==> config.mk <==
export PLATFORM = sky130hd
export DESIGN_NAME = frame_scan
export DESIGN_NICKNAME = d
export VERILOG_FILES = /design/src/rtl/frame_scan.sv
export SDC_FILE = /design/constraint.sdc
export NUM_CORES = 1
export LEC_CHECK = 0
export BUFFER_PORTS_ARGS = -buffer_cell sky130_fd_sc_hd__buf_2
export CAP_MARGIN = 20
export CELL_PAD_IN_SITES_DETAIL_PLACEMENT = 0
export CELL_PAD_IN_SITES_GLOBAL_PLACEMENT = 1
export CORE_ASPECT_RATIO = 0.5
export CORE_MARGIN = 4
export CORE_UTILIZATION = 39
export DETAILED_ROUTE_END_ITERATION = 6
export PLACE_DENSITY_LB_ADDON = 0.1
export SKIP_LAST_GASP = 1
export SYNTH_ARGS = -nofsm -noshare
export SYNTH_HDL_FRONTEND = slang
export SYNTH_SLANG_ARGS = --single-unit
==> constraint.sdc <==
create_clock -name clk -period 3.5 [get_ports clk]
set_input_delay 0.525 -clock clk [delete_from_list [all_inputs] [get_ports clk]]
set_output_delay 0.525 -clock clk [all_outputs]
set_load 0.01 [all_outputs]
==> src/rtl/frame_scan.sv <==
// Frame-buffer scan-out: walks the buffer in raster order and emits registered
// pixels with active-low hsync/vsync, pixel-valid and end-of-frame strobes.
module frame_scan #(
    parameter int DATA_WIDTH = 24,
    parameter int ADDR_WIDTH = 3,
    parameter int H_ACTIVE   = 4,
    parameter int V_ACTIVE   = 2,
    parameter int H_BLANK    = 2,
    parameter int V_BLANK    = 1
) (
    input  logic                  clk,
    input  logic                  reset,
    input  logic                  frame_rdy,
    input  logic [DATA_WIDTH-1:0] rd_data,
    output logic                  rd_en,
    output logic [ADDR_WIDTH-1:0] rd_addr,
    output logic [DATA_WIDTH-1:0] pix_data,
    output logic                  pix_valid,
    output logic                  hsync,
    output logic                  vsync,
    output logic                  frame_done
);

    localparam int VB_LEN = V_BLANK * (H_ACTIVE + H_BLANK);
    localparam int H_MAX  = (H_ACTIVE > H_BLANK) ? H_ACTIVE : H_BLANK;
    localparam int HW     = $clog2(H_MAX + 1);
    localparam int VW     = $clog2(V_ACTIVE + 1);
    localparam int BW     = $clog2(VB_LEN + 1);

    localparam logic [HW-1:0] H_ACT_LAST = HW'(H_ACTIVE - 1);
    localparam logic [HW-1:0] H_BLK_LAST = HW'(H_BLANK - 1);
    localparam logic [VW-1:0] V_ACT_N    = VW'(V_ACTIVE);
    localparam logic [BW-1:0] VB_LAST    = BW'(VB_LEN - 1);

    typedef enum logic [1:0] {IDLE, ACTIVE, HBLANK, VBLANK} state_t;

    state_t                state_q, state_d;
    logic [HW-1:0]         h_cnt, h_d;
    logic [VW-1:0]         v_cnt, v_d;
    logic [BW-1:0]         vb_cnt, vb_d;
    logic [ADDR_WIDTH-1:0] addr_d;

    always_ff @(posedge clk or negedge reset) begin
        if (!reset) begin
            state_q <= IDLE;
            h_cnt   <= '0;
            v_cnt   <= '0;
            vb_cnt  <= '0;
            rd_addr <= '0;
        end else begin
            state_q <= state_d;
            h_cnt   <= h_d;
            v_cnt   <= v_d;
            vb_cnt  <= vb_d;
            rd_addr <= addr_d;
        end
    end

    always_comb begin
        state_d = state_q;
        h_d     = h_cnt;
        v_d     = v_cnt;
        vb_d    = vb_cnt;
        addr_d  = rd_addr;
        case (state_q)
            IDLE: begin
                if (!frame_rdy) begin
                    state_d = ACTIVE;
                    h_d     = '0;
                    v_d     = '0;
                    addr_d  = '0;
                end
            end
            ACTIVE: begin
                addr_d = rd_addr + ADDR_WIDTH'(1);
                if (h_cnt == H_ACT_LAST) begin
                    h_d     = '0;
                    state_d = HBLANK;
                end else begin
                    h_d = h_cnt + HW'(1);
                end
            end
            HBLANK: begin
                if (h_cnt == H_BLK_LAST) begin
                    h_d     = '0;
                    v_d     = v_cnt + VW'(1);
                    state_d = (v_d < V_ACT_N) ? ACTIVE : VBLANK;
                end else begin
                    h_d = h_cnt + HW'(1);
                end
            end
            VBLANK: begin
                // frame_rdy is only consulted here and in IDLE, so a frame always completes
                if (vb_cnt == VB_LAST) begin
                    vb_d    = '0;
                    v_d     = '0;
                    addr_d  = '0;
                    state_d = frame_rdy ? IDLE : ACTIVE;
                end else begin
                    vb_d = vb_cnt + BW'(1);
                end
            end
            default: state_d = IDLE;
        endcase
    end

    always_comb begin
        rd_en      = 1'b1;
        hsync      = 1'b1;
        vsync      = 1'b1;
        frame_done = 1'b1;
        case (state_q)
            ACTIVE:  rd_en = 1'b0;
            HBLANK:  hsync = 1'b0;
            VBLANK: begin
                vsync      = 1'b0;
                frame_done = (vb_cnt != VB_LAST);
            end
            default: ;
        endcase
    end

    always_ff @(posedge clk or negedge reset) begin
        if (!reset) begin
            pix_valid <= 1'b1;
            pix_data  <= '0;
        end else begin
            pix_valid <= rd_en;
            pix_data  <= rd_en ? '0 : rd_data;
        end
    end

endmodule
# == Word level (Yosys, flattened, before mapping) ==
# Index checks and enable logic that the tools add are counted.
# op_classes
addsub,4
order_cmp,1
n_eq_ne,11
n_mux,23
n_reduce_logical,8
# op_table
op,n
$mux 24,1
$pmux 3 s3,2
$mux 2,8
$mux 3,5
$add 3x1->3 const B,3
$reduce_bool 3->1,3
$ne 2x2->1 const B,4
$pmux 2 s4,1
$reduce_and 4->1,2
$pmux 2 s3,1
$mux 1,5
$eq 2x2->1 const B,2
$eq 3x1->1 const B,1
$eq 3x2->1 const B,1
$eq 3x3->1 const B,1
$ne 3x3->1 const B,1
$reduce_and 3->1,1
$add 2x1->2 const B,1
$eq 2x1->1 const B,1
$logic_not 2->1,1
$lt 2x2->1 const B,1
$reduce_and 2->1,1
# word_totals
ff_bits,38
out_inout_bits,32
word_cells,54

# == Longest topological paths before layout ==
# logic_depth
depth_word,5
depth_mapped,7
depth_no_buf,6

# == Worst setup path after synthesis ==
# Ideal clock, no wire load.
# synth_path
kind,register -> register
start,register state_q[0]
end,register rd_addr[0]
setup_time_ps,125
arrival_time_ps,1709
required_ps,3375
path_slack_ps,1667
stages_incl_launch_ff,7
n_path_buf,0
synth_period_minus_slack_ps,1833
path_cell_list,dfrtp_1 > inv_1 > ha_1 > nand2_1 > a21boi_0 > and2_1 > mux2_2
# synth_via
elab_chain_len,3
# synth_lines
item,line_no,text
start: declaration,37,"state_t state_q, state_d;"
start signal: assignment,51,state_q <= state_d;
$eq 2x2->1 (tied with other cells),65,case (state_q)
$ne 2x2->1 (no line) / $reduce_bool 3->1 (equally long branches),n/a,
$reduce_and 3->1 (no line),n/a,
end signal: assignment,55,rd_addr <= addr_d;
end: declaration,16,"output logic [ADDR_WIDTH-1:0] rd_addr,"
# Several ways; a longest one is shown, not always the timed one.
# A chain may end at the register's enable or synchronous reset.

# == Final worst setup path ==
# layout_path
start,register state_q[1]
end,output port rd_en
# layout_via
elab_chain_len,2
# layout_lines
item,line_no,text
$eq 2x1->1,112,case (state_q)
$mux 1,112,
end: declaration,15,"output logic rd_en,"
# No other way between the ends.

==> key figures <==
Synth
  – Yosys reg bits: 38
  – Cell accounting for the most synthesized area: dfrtp_1
  – Cell area after synthesis: 1580 um2
  – Post-synth top area share: 58.7%
  – Cells after Synth: 137
  – Synth top cells by count: dfrtp_1, and2_1, inv_1, nand2_1, ha_1
  – Synth async-reset ratio: 100%
  – Synth unique cells: 29
  – Ys flop type: dfrtp_1
  – Cell with the most instances after synthesis: dfrtp_1
  – Mapped Nets: 173
  – Synth warn: 0
  – Synth area leaders: dfrtp_1, and2_1, ha_1
  – Register area share after synthesis: 60.3%
  – Number of flops mapped to enable cells by yosys: 0
  – Mean post-synth cell area: 11.5 um2

Timing
  – Slew margin rel.: 43.4%
  – Worst Hold Slack: 0.343 ns
  – Unrepaired setup endpoints after global routing: no
  – Worst Tran Pin Value: 0.850 ns
  – Fin Setup TNS: 0 ns
  – Final Hold Vio Count: 0
  – Fin. max-slew vios: 0
  – Final setup violation count: 0
  – Fmax: 416 MHz
  – Tmin final: 2.40 ns
  – Final clock skew: 0.00183 ns
  – Final period util: 68.7%

Clock network
  – Clock Latency Late Sink: 0.28 ns
  – Clock Tree Buf Depth: 2
  – Clk slew on worst S/H paths: 0.07 ns
  – CTS resizes: 0
  – H-tree depth: 2
  – Clk root buf: clkbuf_8
  – Setup bufs post-CTS: 0
  – Num CTS Buffers: 5
  – Hold buffer count at CTS: 0
  – Clock Sinks: 38
  – CTS tree: built

Critical path
  – Worst r2r src: state_q[1]$_DFFE_PN0P_
  – R2r endpoint: h_cnt[0]$_DFFE_PN0P_
  – CP startpoint kind: flip-flop
  – Worst path required time: 2.97 ns
  – Crit path max fanout: 28
  – Arr. time, crit path: 1.88 ns
  – R2R setup slack: 1.41 ns
  – Setup crit end kind: output pin
  – Crit Path Class: reg -> out
  – R2R depth: 6
  – Worst Setup SP: state_q[1]$_DFFE_PN0P_

Finish
  – Filler instances: 373
  – Multi-input logic area: 569 um2
  – Antenna diodes: 0
  – Nets: 234
  – Synthesis-to-finish area growth: 30.8%
  – Layout cell share with drive strength beyond 1: 34.7%
  – Register area: 952 um2

Detailed routing
  – DR iter-0 viols: 30
  – WL final: 3.13 mm
  – DRC: 0
  – Drt wl/cell: 12.4 um
  – DRT Pass-1 Iters: 4
  – Vias: 1087
  – Via/cell ratio: 4.30
  – Antenna viol nets, final: 0

Die
  – Die H: 53.0 um
  – # IOs: 59
  – Row count: 16
  – Starting Density: 40.4%
  – Core ar.: 3900 um2
  – Die area: 5190 um2
  – Die X: 98.0 um

Global routing
  – First-pass GRT wire length: 5.24 mm
  – Largest net degree at the start of global routing: 39
  – Antenna violations before repair: 0
  – GRT Total Usage: 13.4%
  – Vias in the first global route: 1155
  – Global route total overflow: 0

Min path
  – Min-Delay Path Class: in -> async

Placed design
  – Port bufs: 58
  – DP Wirelength: 2.15 mm
  – Routability cong.: 0.783

Power
  – Leakage power: 1.11 nW
  – PwrDens: 844 nW/um2
  – Max rail drop VDD: 0.307 mV

Job
  – Max-cap violation count: 0

Run status
  – Status: completed
[how the worst max path moves through the flow]
stage	end	slack, ns	cells past startpoint
6_report	rd_en	1.10	4
5_1_grt	rd_en	0.81	4
4_1_cts	rd_en	1.02	4
3_5_place_dp	rd_en	1.33	4
3_3_place_gp	rd_en	1.37	4
2_1_floorplan	rd_addr[0]$_DFFE_PN0P_	1.67	6
[routing by layer]
metal / track usage [%] / share of wire [%] / vias up
met2: 19.8 / 43 / 34
met3: 7.24 / 9.2 / 2
met4: 4.14 / 0.74 / 0
met5: 0 / 0 / -
li1: - / - / 566
met1: 16.8 / 47 / 485
[where the power goes]
group | internal (W) | switching, W | leakage [nW] | total [W]
Sequential | 0.000580 | 0.0000779 | 0.500 | 0.000658
Combinational | 0.000272 | 0.000354 | 0.539 | 0.000626
Clock | 0.000304 | 0.000153 | 0.0714 | 0.000457
Total | 0.00116 | 0.000585 | 1.11 | 0.00174
[final cells by class]
class	instances	share of cell area, %
tap	54	3.27
clock inverter	2	2.91
sequential	38	46.1
clock buffer	6	4.00
timing repair buffer	58	14.1
multi-input combinational	84	27.6
inverter	11	2.00
[cells by family (layout without fill, tap and decap cells)]
logic type      after synthesis  count (layout)  synth area share (%)
compound gates               17              17                  7.06
mux                           2               2                  1.35
flops                        38              38                  60.3
xor+xnor                      2               2                  1.11
fa+ha+maj                     9               9                  7.14
simple gates                 54              54                  19.4
buf+inv                      15              77                  3.57
[flip-flops by register name, indices dropped and copies added (netlist names)]
| register | flops |
|---|---|
| rd_addr | 3 |
| pix_valid | 1 |
| h_cnt | 3 |
| v_cnt | 2 |
| state_q | 2 |
| vb_cnt | 3 |
| pix_data | 24 |
[through the flow]
| stage | instance area (um2) | setup WS, ns | std cells | utilization [%] | total power [W] |
|---|---|---|---|---|---|
| floorplan | 1580 | 1.67 | 137 | - | 0.00108 |
| global placement | 1920 | 1.37 | 245 | 49.2 | 0.00130 |
| detailed placement | 1920 | 1.33 | 245 | 49.2 | 0.00130 |
| CTS | 2060 | 1.02 | 253 | 52.9 | 0.00177 |
| global route | 2060 | 0.814 | 253 | 52.9 | 0.00189 |
| finish | 2060 | 1.10 | 253 | 52.9 | 0.00174 |
[layout by cell type, fill, tap and decap left out, types with 2 or more instances in the layout]
cell type  instances
dfrtp_1           37
ha_1               9
a31oi_1            5
buf_2             58
o21ai_0            5
nand2_1           11
inv_1             11
clkbuf_8           6
nor2_1             2
and2_1            26
bufinv_16          2
nand3_1            5
or4_1              2
xor2_1             2
nand3b_1           2
[worst max-delay path: stages (launching register included)]
cell and delay [ns]:
dfrtp_1 0.44, inv_1 0.10, ha_1 0.64, inv_1 0.22
buf_2 0.20
Power figures use the tool's default switching activity.
